<file path="src/rtl/matrix_pkg.sv">
// Shared types and helpers for the trail-scanning 8x8 LED matrix driver.
package matrix_pkg;

    localparam int ROWS  = 8;
    localparam int COLS  = 8;
    localparam int IDX_W = 3;

    typedef enum logic [IDX_W-1:0] {R0, R1, R2, R3, R4, R5, R6, R7} scan_row_e;

    typedef struct packed {
        logic             valid;
        logic [IDX_W-1:0] row;
        logic [IDX_W-1:0] col;
    } trail_entry_t;

    // Rows and columns share the same width, so one decoder serves both.
    function automatic logic [COLS-1:0] onehot(input logic [IDX_W-1:0] idx);
        onehot      = '0;
        onehot[idx] = 1'b1;
    endfunction

endpackage

</file>
<file path="src/rtl/scan_timer.sv">
// Row-scan timebase: DIV-cycle prescaler driving an 8-state row counter (R0..R7).
module scan_timer
    import matrix_pkg::*;
#(
    parameter int DIV = 4
) (
    input  logic      clk,
    input  logic      rst_n,
    output scan_row_e o_row,
    output logic      o_advance,
    output logic      o_wrap
);

    localparam logic [7:0] LAST = 8'(DIV - 1);

    logic [7:0] r_presc;
    scan_row_e  r_row;
    scan_row_e  w_row_next;
    logic       w_advance;

    assign w_advance = (r_presc == LAST);

    always_ff @(posedge clk or negedge rst_n) begin
        if (!rst_n) begin
            r_presc <= '0;
        end else if (w_advance) begin
            r_presc <= '0;
        end else begin
            r_presc <= r_presc + 8'd1;
        end
    end

    // NOTE: sequential state uses non-blocking assignments so every register
    // samples pre-edge values; combinational blocks use blocking assignments.
    always_ff @(posedge clk or negedge rst_n) begin
        if (!rst_n) begin
            r_row <= R0;
        end else begin
            r_row <= w_row_next;
        end
    end

    // NOTE: a default at the top of every always_comb prevents latch inference.
    always_comb begin
        w_row_next = r_row;
        if (w_advance) begin
            w_row_next = scan_row_e'(3'(r_row + 3'd1));
        end
    end

    always_comb begin
        o_row     = r_row;
        o_advance = w_advance;
        o_wrap    = w_advance && (r_row == R7);
    end

endmodule

</file>
<file path="src/rtl/matrix_trail_scan.sv">
// Trail-of-positions 8x8 LED matrix scanner with row blanking.
// Define MATRIX_TRAIL_EN for a TRAIL-deep history; otherwise a single dot is shown.
module matrix_trail_scan
    import matrix_pkg::*;
#(
    parameter int DIV   = 4,
    parameter int TRAIL = 4
) (
    input  logic             ck,
    input  logic             reset,
    input  logic [IDX_W-1:0] data1,
    input  logic [IDX_W-1:0] data2,
    output logic [ROWS-1:0]  row_en,
    output logic [COLS-1:0]  col_on,
    output logic             frame_start
);

`ifdef MATRIX_TRAIL_EN
    localparam int DEPTH = TRAIL;
`else
    // Single-entry build: TRAIL does not affect the depth.
    localparam int DEPTH = (TRAIL > 0) ? 1 : 1;
`endif

    trail_entry_t     r_trail [DEPTH];
    logic             r_first;
    scan_row_e        w_row;
    logic             w_advance;
    logic             w_wrap;
    logic [IDX_W-1:0] w_row_inc;
    logic             w_push;
    logic [COLS-1:0]  w_mask;

    scan_timer #(.DIV(DIV)) u_timer (
        .clk       (ck),
        .rst_n     (reset),
        .o_row     (w_row),
        .o_advance (w_advance),
        .o_wrap    (w_wrap)
    );

    assign w_row_inc = 3'(w_row + 3'd1);
    assign w_push    = !r_trail[0].valid ||
                       ({data1, data2} != {r_trail[0].row, r_trail[0].col});

    // NOTE: the trail is a handful of flops, so every entry is reset; larger
    // storage would normally reset only the valid bits.
    always_ff @(posedge ck or negedge reset) begin
        if (!reset) begin
            for (int k = 0; k < DEPTH; k++) begin
                r_trail[k] <= '0;
            end
        end else if (w_push) begin
            r_trail[0] <= '{valid: 1'b1, row: data1, col: data2};
            for (int k = 1; k < DEPTH; k++) begin
                r_trail[k] <= r_trail[k-1];
            end
        end
    end

    // Duplicate positions deeper in the trail are harmless: masks are ORed.
    always_comb begin
        w_mask = '0;
        for (int k = 0; k < DEPTH; k++) begin
            if (r_trail[k].valid && (r_trail[k].row == w_row)) begin
                w_mask = w_mask | onehot(r_trail[k].col);
            end
        end
    end

    // Row changes (and the first edge out of reset) blank the columns for a cycle.
    always_ff @(posedge ck or negedge reset) begin
        if (!reset) begin
            row_en      <= '0;
            col_on      <= '0;
            frame_start <= 1'b0;
            r_first     <= 1'b1;
        end else if (r_first) begin
            row_en      <= onehot(R0);
            col_on      <= '0;
            frame_start <= 1'b0;
            r_first     <= 1'b0;
        end else if (w_advance) begin
            row_en      <= onehot(w_row_inc);
            col_on      <= '0;
            frame_start <= w_wrap;
        end else begin
            row_en      <= onehot(w_row);
            col_on      <= w_mask;
            frame_start <= 1'b0;
        end
    end

endmodule

</file>
<file path="config.mk">
export PLATFORM = sky130hd
export DESIGN_NAME = matrix_trail_scan
export DESIGN_NICKNAME = d
export VERILOG_FILES = /design/src/rtl/matrix_pkg.sv /design/src/rtl/scan_timer.sv /design/src/rtl/matrix_trail_scan.sv
export SDC_FILE = /design/constraint.sdc
export NUM_CORES = 1
export LEC_CHECK = 0
export ABC_CLOCK_PERIOD_IN_PS = 2900
export CORE_ASPECT_RATIO = 0.7
export CORE_MARGIN = 3
export CORE_UTILIZATION = 45
export CTS_BUF_LIST = sky130_fd_sc_hd__clkbuf_8
export CTS_CLUSTER_SIZE = 24
export DETAILED_ROUTE_END_ITERATION = 8
export PLACE_DENSITY = 0.76
export SYNTH_ARGS = -nofsm -noshare
export SYNTH_HDL_FRONTEND = slang
export SYNTH_SLANG_ARGS = --single-unit
</file>
<file path="constraint.sdc">
create_clock -name ck -period 2.9 [get_ports ck]
set_input_delay 0.435 -clock ck [delete_from_list [all_inputs] [get_ports ck]]
set_output_delay 0.435 -clock ck [all_outputs]
set_load 0.01 [all_outputs]
</file>
==> qor.tcl, run 1 <==
set qor(timing.fmax_mhz) 493
set qor(power.share.combinational_pct) 3.4
set qor(end_kind) {register}
set qor(most-common-layout-cells) {sky130_fd_sc_hd__dfrtp_1 (35), sky130_fd_sc_hd__clkdlybuf4s50_1 (24), sky130_fd_sc_hd__nor2_1 (10)}
set qor(drt_iter0_markers) 87
set qor(ios) 25
set qor(dp_slack_ps) 870
set qor(finalInstanceArea_sq_um) 1930
set qor(final_net_count) 158
set qor(period_share_pct) 70.0
set qor(mostFrequentLayoutCell) {sky130_fd_sc_hd__dfrtp_1}
set qor(maxCapViolCount) 0
set qor(filler_cells_inserted) 253
set qor(worst-path-max-fanout) 22
set qor(totalWireLength_um) 2500
set qor(stdcell_count) 195
set qor(routed_wirelength_normalized_by_instance_count_um) 12.8
set qor(required_ps) 3080
set qor(std_cell_rows) 17
set qor(dieWidth_um) 76.0
set qor(routed_antenna_nets) 0
set qor(worstSetupPathDepth) 4
set qor(die_height_um) 55.0
set qor(drtPass1Iterations) 4
set qor(report.final.setup_viol) 0
set qor(finalHoldViolCount) 0
set qor(clock-skew-final_ps) 8.53
set qor(route.detailed.vias_per_inst) 4.93
set qor(synth_fp_nets) 137
set qor(power.net_switching_uw) 194
set qor(register_clock_pin_slew_on_the_reported_worst_setup_and_hold_paths_ps) 70
set qor(tritoncts) {yes}
set qor(ctsResizeCount) 0
set qor(outcome) {completed}
set qor(placement.io_buffers) 24
set qor(power_frac_seq_pct) 50.4
set qor(synth_top_flop_cell) {sky130_fd_sc_hd__dfrtp_1}
set qor(setup.worst_path.class) {reg2reg}
set qor(flow.area_growth_from_synthesis_pct) 24.6
set qor(via_count) 961
set qor(reg2regPathDepth) 4
set qor(synth_cell_area_sq_um) 1550
set qor(clock_insertion_delay_worst_skew_ps) 290
set qor(crit_path_cell_trace) {or4_4, nor4b_4, buf_4, mux2_2}
set qor(hold-path-cell-count) 1
set qor(slowest_delay_ps) 560
set qor(grt_util_all_layers_pct) 14.2
set qor(finalCriticalPeriod_ps) 2030
set qor(synth_edf_count) 0
set qor(power.share.switching_pct) 18.9
set qor(synthArstFlopShare_pct) 100
set qor(critPathBufInv) 1
set qor(cts_made_buffers) 5
set qor(root_buf_cell) {sky130_fd_sc_hd__clkbuf_8}
set qor(multi_input_area_sq_um) 583
set qor(htree_num_levels) 2
set qor(cts_hold_buffers) 0
set qor(crit_path_start_kind) {register}
set qor(synth-seq-area-share_pct) 58.4
set qor(vias_in_the_first_global_route) 926
set qor(grt_remaining_overflow) 0
set qor(grt_first_pass_wirelength_um) 4370
set qor(cell_variety_after_synth) 29
set qor(design.die.area_sq_um) 4180
set qor(detailedPlacementHpwl_um) 1720
set qor(post-layout-total-power_uw) 1030
set qor(dpl-instance-area_sq_um) 1800
set qor(unrepaired_setup_endpoints_after_global_routing) {no}
set qor(setup_total_negative_slack_ps) 0
set qor(drc_errors) 0
set qor(power.ir.vdd_worst_mv) 0.335
set qor(postSynthRegisterBits) 36
set qor(finalMaxSlewViolations) 0
set qor(critical_path.slowest_cell) {sky130_fd_sc_hd__or4_4}
set qor(place.gp.congestion) 0.757
set qor(leakage_power_uw) 0.000827
set qor(antennaDiodeCount) 0
set qor(post-cts-setup-buffers) 0
set qor(max_transition_margin_pct) 65.8
set qor(crit_family) {simple AND/OR/NAND/NOR gates}
set qor(layout-drive-gt1-share_pct) 15.5
set qor(placed_cells_incl_taps) 187
set qor(power_density_nw_per_um2) 533
set qor(internal_power_uw) 832
set qor(tritoncts_num_sinks) 36
set qor(clock_power_share_pct) 46.2
set qor(yosys_warnings) 0
set qor(syn-mean-instance-area_sq_um) 12.3
set qor(slew_worst_pin_ps) 512
set qor(antenna_found_initial) 0
set qor(ff_latch_area_sq_um) 902
set qor(postLayoutSetupSlackWorst_ps) 870
set qor(initial_utilization_pct) 48.1
set qor(cts-root-to-sink-buffers) 2
set qor(synthesis.instances) 126
set qor(core_area_sq_um) 3210
set qor(worstHoldPathType) {reg2reg}
set qor(grt_start_max_net_pins) 37
set qor(critical_path_arrival_ps) 2210
## kinds of logic (layout without fill, tap and decap cells)
logic type	Yosys count	after routing	synth area share, %
other	2	2	0.486
and+or+nand+nor	52	52	20.6
muxes	10	10	8.26
adders and majority gates	3	3	2.43
buffers and inverters	12	34	3.89
AOI/OAI and AO/OA	1	1	0.324
xor gates and xnor gates	10	10	5.67
DFF	36	36	58.4
## power by group through the flow
stage               clock network (uW)  logic, uW  registers, uW
global placement                     0       34.8            526
finish                             474       35.0            517
detailed placement                   0       36.1            527
CTS                                483       36.1            517
global route                       510       39.7            518
floorplan                            0       14.3            525
## cells in the mapped netlist (all sizes together) (2+ instances only)
master  instances  share of area [%]
conb            2               0.49
buf             2                1.5
dfrtp          35                 57
xnor2           7                4.0
nand2           3               0.73
nor2           10                2.4
nor4            5                2.0
mux2            7                6.3
nand3           7                2.3
ha              3                2.4
xor2            3                1.7
nor4b           5                3.8
nor3            7                2.3
clkbuf         10                2.4
nand2b          6                2.4
mux2i           3                1.9
## cell type report
cell class	count	area share (%)
clock buffers	7	5.00
repair buffers	26	13.3
flip-flops and latches	36	46.8
multi-input cells	78	30.3
clock inverters	1	1.56
well taps	47	3.05
## per-layer routing
layer | vias to the layer above | share of wire (%) | GRT usage [%]
met5 | - | 0 | 0
met4 | 0 | 1.4 | 7.23
met3 | 2 | 5.9 | 6.63
met2 | 27 | 47 | 24.4
met1 | 466 | 45 | 15.3
li1 | 466 | - | -
## worst paths after layout
path                                         startpoint                            to  slack [ps]
min reg2reg                u_timer.r_presc[0]$_DFF_PN0_  u_timer.r_presc[0]$_DFF_PN0_         470
min                        u_timer.r_presc[0]$_DFF_PN0_  u_timer.r_presc[0]$_DFF_PN0_         470
max in group asynchronous                         reset             r_first$_DFF_PN1_        2010
min in group asynchronous                         reset           row_en[2]$_DFF_PN0_         550
max reg2reg                u_timer.r_presc[4]$_DFF_PN0_  u_timer.o_row[2]$_DFFE_PN0P_         870
max                        u_timer.r_presc[4]$_DFF_PN0_  u_timer.o_row[2]$_DFFE_PN0P_         870
## per-stage QoR
step                util (%)  hold WS, ps
finish                  60.0          473
global route            60.0          490
CTS                     60.0          466
detailed placement      56.0          454
global placement        56.0          458
floorplan                  -          139
## state kept, by name (all words and copies together), names as in the netlist
signal           count
r_first              1
u_timer.o_row        3
u_timer.r_presc      8
row_en               8
r_trail              7
frame_start          1
col_on               8
## worst reg2reg max path: cells and delay by family (launching register included)
family / cells / cell delay (ps)
DFF: 1 / 410
and+or+nand+nor: 2 / 810
muxes: 1 / 380
buffers and inverters: 1 / 320
Power figures use the tool's default switching activity.
==> run 2: changes to the inputs <==
--- a/config.mk
+++ b/config.mk
@@ -5,7 +5,7 @@
 export SDC_FILE = /design/constraint.sdc
 export NUM_CORES = 1
 export LEC_CHECK = 0
-export ABC_CLOCK_PERIOD_IN_PS = 2900
+export ABC_CLOCK_PERIOD_IN_PS = 1900
 export CORE_ASPECT_RATIO = 0.7
 export CORE_MARGIN = 3
 export CORE_UTILIZATION = 45
==> constraint.sdc (replaced) <==
create_clock -name ck -period 1.9 [get_ports ck]
set_input_delay 0.285 -clock ck [delete_from_list [all_inputs] [get_ports ck]]
set_output_delay 0.285 -clock ck [all_outputs]
set_load 0.01 [all_outputs]
==> run 2 against run 1 <==
Against the previous run:
- die area did not move
- sequential power rose by 53%
- total power rose by 53%
- critical path depth did not move
- cell count rose by 3.1%
- global-route usage rose by 1.9 points
- clock power rose by 52%
- combinational power rose by 55%
- fmax rose by 11%
- sequential share of layout area fell by 1.2 points
- core utilization rose by 1.5 points
- setup slack got worse by 800 ps
==> qor.tcl, run 2 (synthesized netlist as in run 1, its figures left out) <==
set qor(via_count) 1004 ;# +4.5%
set qor(worstHoldPathType) {in2async}
set qor(reg2regPathDepth) 4 ;# unchanged
set qor(crit_path_cell_trace) {or4_4, nor4b_4, buf_4, mux2_2}
set qor(grt_first_pass_wirelength_um) 4950 ;# +13%
set qor(tritoncts) {yes}
set qor(largest_registers) {col_on x8, row_en x8, u_timer.r_presc x8}
set qor(worstSetupPathDepth) 4 ;# unchanged
set qor(power_density_nw_per_um2) 794 ;# +49%
set qor(grt_start_max_net_pins) 37 ;# unchanged
set qor(clock-skew-final_ps) 2.62 ;# -5.91 ps
set qor(outcome) {completed}
set qor(critical_path.slowest_cell) {sky130_fd_sc_hd__or4_4}
set qor(postLayoutSetupSlackWorst_ps) 67.2 ;# -802 ps
set qor(cts_made_buffers) 5 ;# unchanged
set qor(routed_wirelength_normalized_by_instance_count_um) 13.8 ;# +7.6%
set qor(std_cell_rows) 17 ;# unchanged
set qor(tritoncts_num_sinks) 36 ;# unchanged
set qor(critical_path_arrival_ps) 2010 ;# -200 ps
set qor(final_net_count) 164 ;# +3.8%
set qor(critPathBufInv) 1 ;# unchanged
set qor(timing.fmax_mhz) 546 ;# +11%
set qor(finalCriticalPeriod_ps) 1830 ;# -198 ps
set qor(placement.io_buffers) 24 ;# unchanged
set qor(slowest_delay_ps) 530 ;# -30 ps
set qor(ios) 25 ;# unchanged
set qor(cts-root-to-sink-buffers) 2 ;# unchanged
set qor(crit_family) {simple AND/OR/NAND/NOR gates}
set qor(antennaDiodeCount) 0 ;# unchanged
set qor(power.ir.vdd_worst_mv) 0.509 ;# +52%
set qor(unrepaired_setup_endpoints_after_global_routing) {no}
set qor(dieWidth_um) 76.0 ;# unchanged
set qor(design.die.area_sq_um) 4180 ;# unchanged
set qor(multi_input_area_sq_um) 583 ;# unchanged
set qor(setup.worst_path.class) {reg2reg}
set qor(place.gp.congestion) 0.871 ;# +15%
set qor(core_area_sq_um) 3210 ;# unchanged
set qor(route.detailed.vias_per_inst) 5.00 ;# +1.4%
set qor(totalWireLength_um) 2770 ;# +11%
set qor(drtPass1Iterations) 4 ;# unchanged
set qor(drc_errors) 0 ;# unchanged
set qor(htree_num_levels) 2 ;# unchanged
set qor(initial_utilization_pct) 48.1 ;# unchanged
set qor(leakage_power_uw) 0.000860 ;# +4.0%
set qor(clock_insertion_delay_worst_skew_ps) 290 ;# about the same
set qor(finish.utilization_pct) 61.5 ;# +1.5 points
set qor(crit_path_start_kind) {register}
set qor(filler_cells_inserted) 250 ;# -1.2%
set qor(most-common-layout-cells) {sky130_fd_sc_hd__dfrtp_1 (35), sky130_fd_sc_hd__clkdlybuf4s50_1 (24), sky130_fd_sc_hd__nor2_1 (10)}
set qor(grt_remaining_overflow) 0 ;# unchanged
set qor(placed_cells_incl_taps) 193 ;# +3.2%
set qor(antenna_found_initial) 0 ;# unchanged
set qor(die_height_um) 55.0 ;# unchanged
set qor(end_kind) {register}
set qor(drt_iter0_markers) 48 ;# -45%
set qor(stdcell_count) 201 ;# +3.1%
set qor(report.final.setup_viol) 0 ;# unchanged
set qor(ff_latch_area_sq_um) 902 ;# unchanged
set qor(mostFrequentLayoutCell) {sky130_fd_sc_hd__dfrtp_1}
set qor(root_buf_cell) {sky130_fd_sc_hd__clkbuf_8}
set qor(layout-drive-gt1-share_pct) 18.8 ;# +3.3 points
set qor(grt_util_all_layers_pct) 16.1 ;# +1.9 points
set qor(required_ps) 2080 ;# -1000 ps
set qor(vias_in_the_first_global_route) 1039 ;# +12%
set qor(register_clock_pin_slew_on_the_reported_worst_setup_and_hold_paths_ps) 70 ;# about the same
set qor(worst-path-max-fanout) 4 ;# -82%
set qor(setup_total_negative_slack_ps) 0 ;# unchanged
set qor(finalHoldViolCount) 0 ;# unchanged
set qor(flow.area_growth_from_synthesis_pct) 27.8
set qor(dp_slack_ps) 77.8 ;# -792 ps
set qor(finalMaxSlewViolations) 0 ;# unchanged
set qor(period_share_pct) 96.5 ;# +26 points
set qor(maxCapViolCount) 0 ;# unchanged
set qor(routed_antenna_nets) 0 ;# unchanged
set qor(detailedPlacementHpwl_um) 1950 ;# +14%
==> run 2: cell count changes in the layout (fill, tap and decap cells not counted), sizes merged <==
| cell | delta |
|---|---|
| buf | +6 |
==> run 2: timing repair <==
item | in CTS | in global routing
endpoints found under the setup margin | 0 | 9
buffers inserted | 0 | 0
hold endpoints to repair | 0 | 0
resized for setup | 0 | 1
hold buffers | 0 | 0
==> run 2: path summary, 6_finish.rpt <==
path / from / endpoint / slack (ps)
max in group asynchronous: reset / r_first$_DFF_PN1_ / 1150
max reg2reg: u_timer.r_presc[5]$_DFF_PN0_ / u_timer.o_row[1]$_DFFE_PN0P_ / 70
min reg2reg: u_timer.r_presc[0]$_DFF_PN0_ / u_timer.r_presc[0]$_DFF_PN0_ / 460
min: reset / col_on[2]$_DFF_PN0_ / 410
max: u_timer.r_presc[5]$_DFF_PN0_ / u_timer.o_row[1]$_DFFE_PN0P_ / 70
min in group ck: data1[1] / r_trail[4]$_DFFE_PN0P_ / 430
==> run 2: cell type report <==
cell class                 instances  share of cell area [%]
clock inverter                     1                    1.52
multi-input combinational         78                    29.5
sequential                        36                    45.7
timing repair buffer              32                    15.4
tap                               47                    2.98
clock buffer                       7                    4.88
==> run 2: worst register-to-register path, stage by stage, from the launching register on <==
cell and delay [ps]:
sky130_fd_sc_hd__dfrtp_1 400, sky130_fd_sc_hd__or4_4 530, sky130_fd_sc_hd__nor4b_4 270, sky130_fd_sc_hd__buf_4 190, sky130_fd_sc_hd__mux2_2 330
==> run 2: routing by layer <==
layer,up-vias,track usage (%),routed length (um)
met5,-,0,0
li1,481,-,-
met3,3,6.96,154
met2,27,28.8,1350
met4,0,5.42,26
met1,493,18.0,1250
==> run 2: per-stage QoR <==
stage | total power (uW) | area (sq um) | hold WS [ps]
finish | 1570 | 1970 | 410
global route | 1630 | 1970 | 427
CTS | 1590 | 1970 | 420
detailed placement | 860 | 1840 | 453
global placement | 857 | 1840 | 448
floorplan | 822 | 1550 | -10.6
==> run 2: power by group <==
| part | internal, uW | leakage, uW | switching [uW] |
|---|---|---|---|
| Clock | 463 | 0.0000645 | 260 |
| Sequential | 779 | 0.000469 | 11.6 |
| Combinational | 28.5 | 0.000326 | 25.7 |
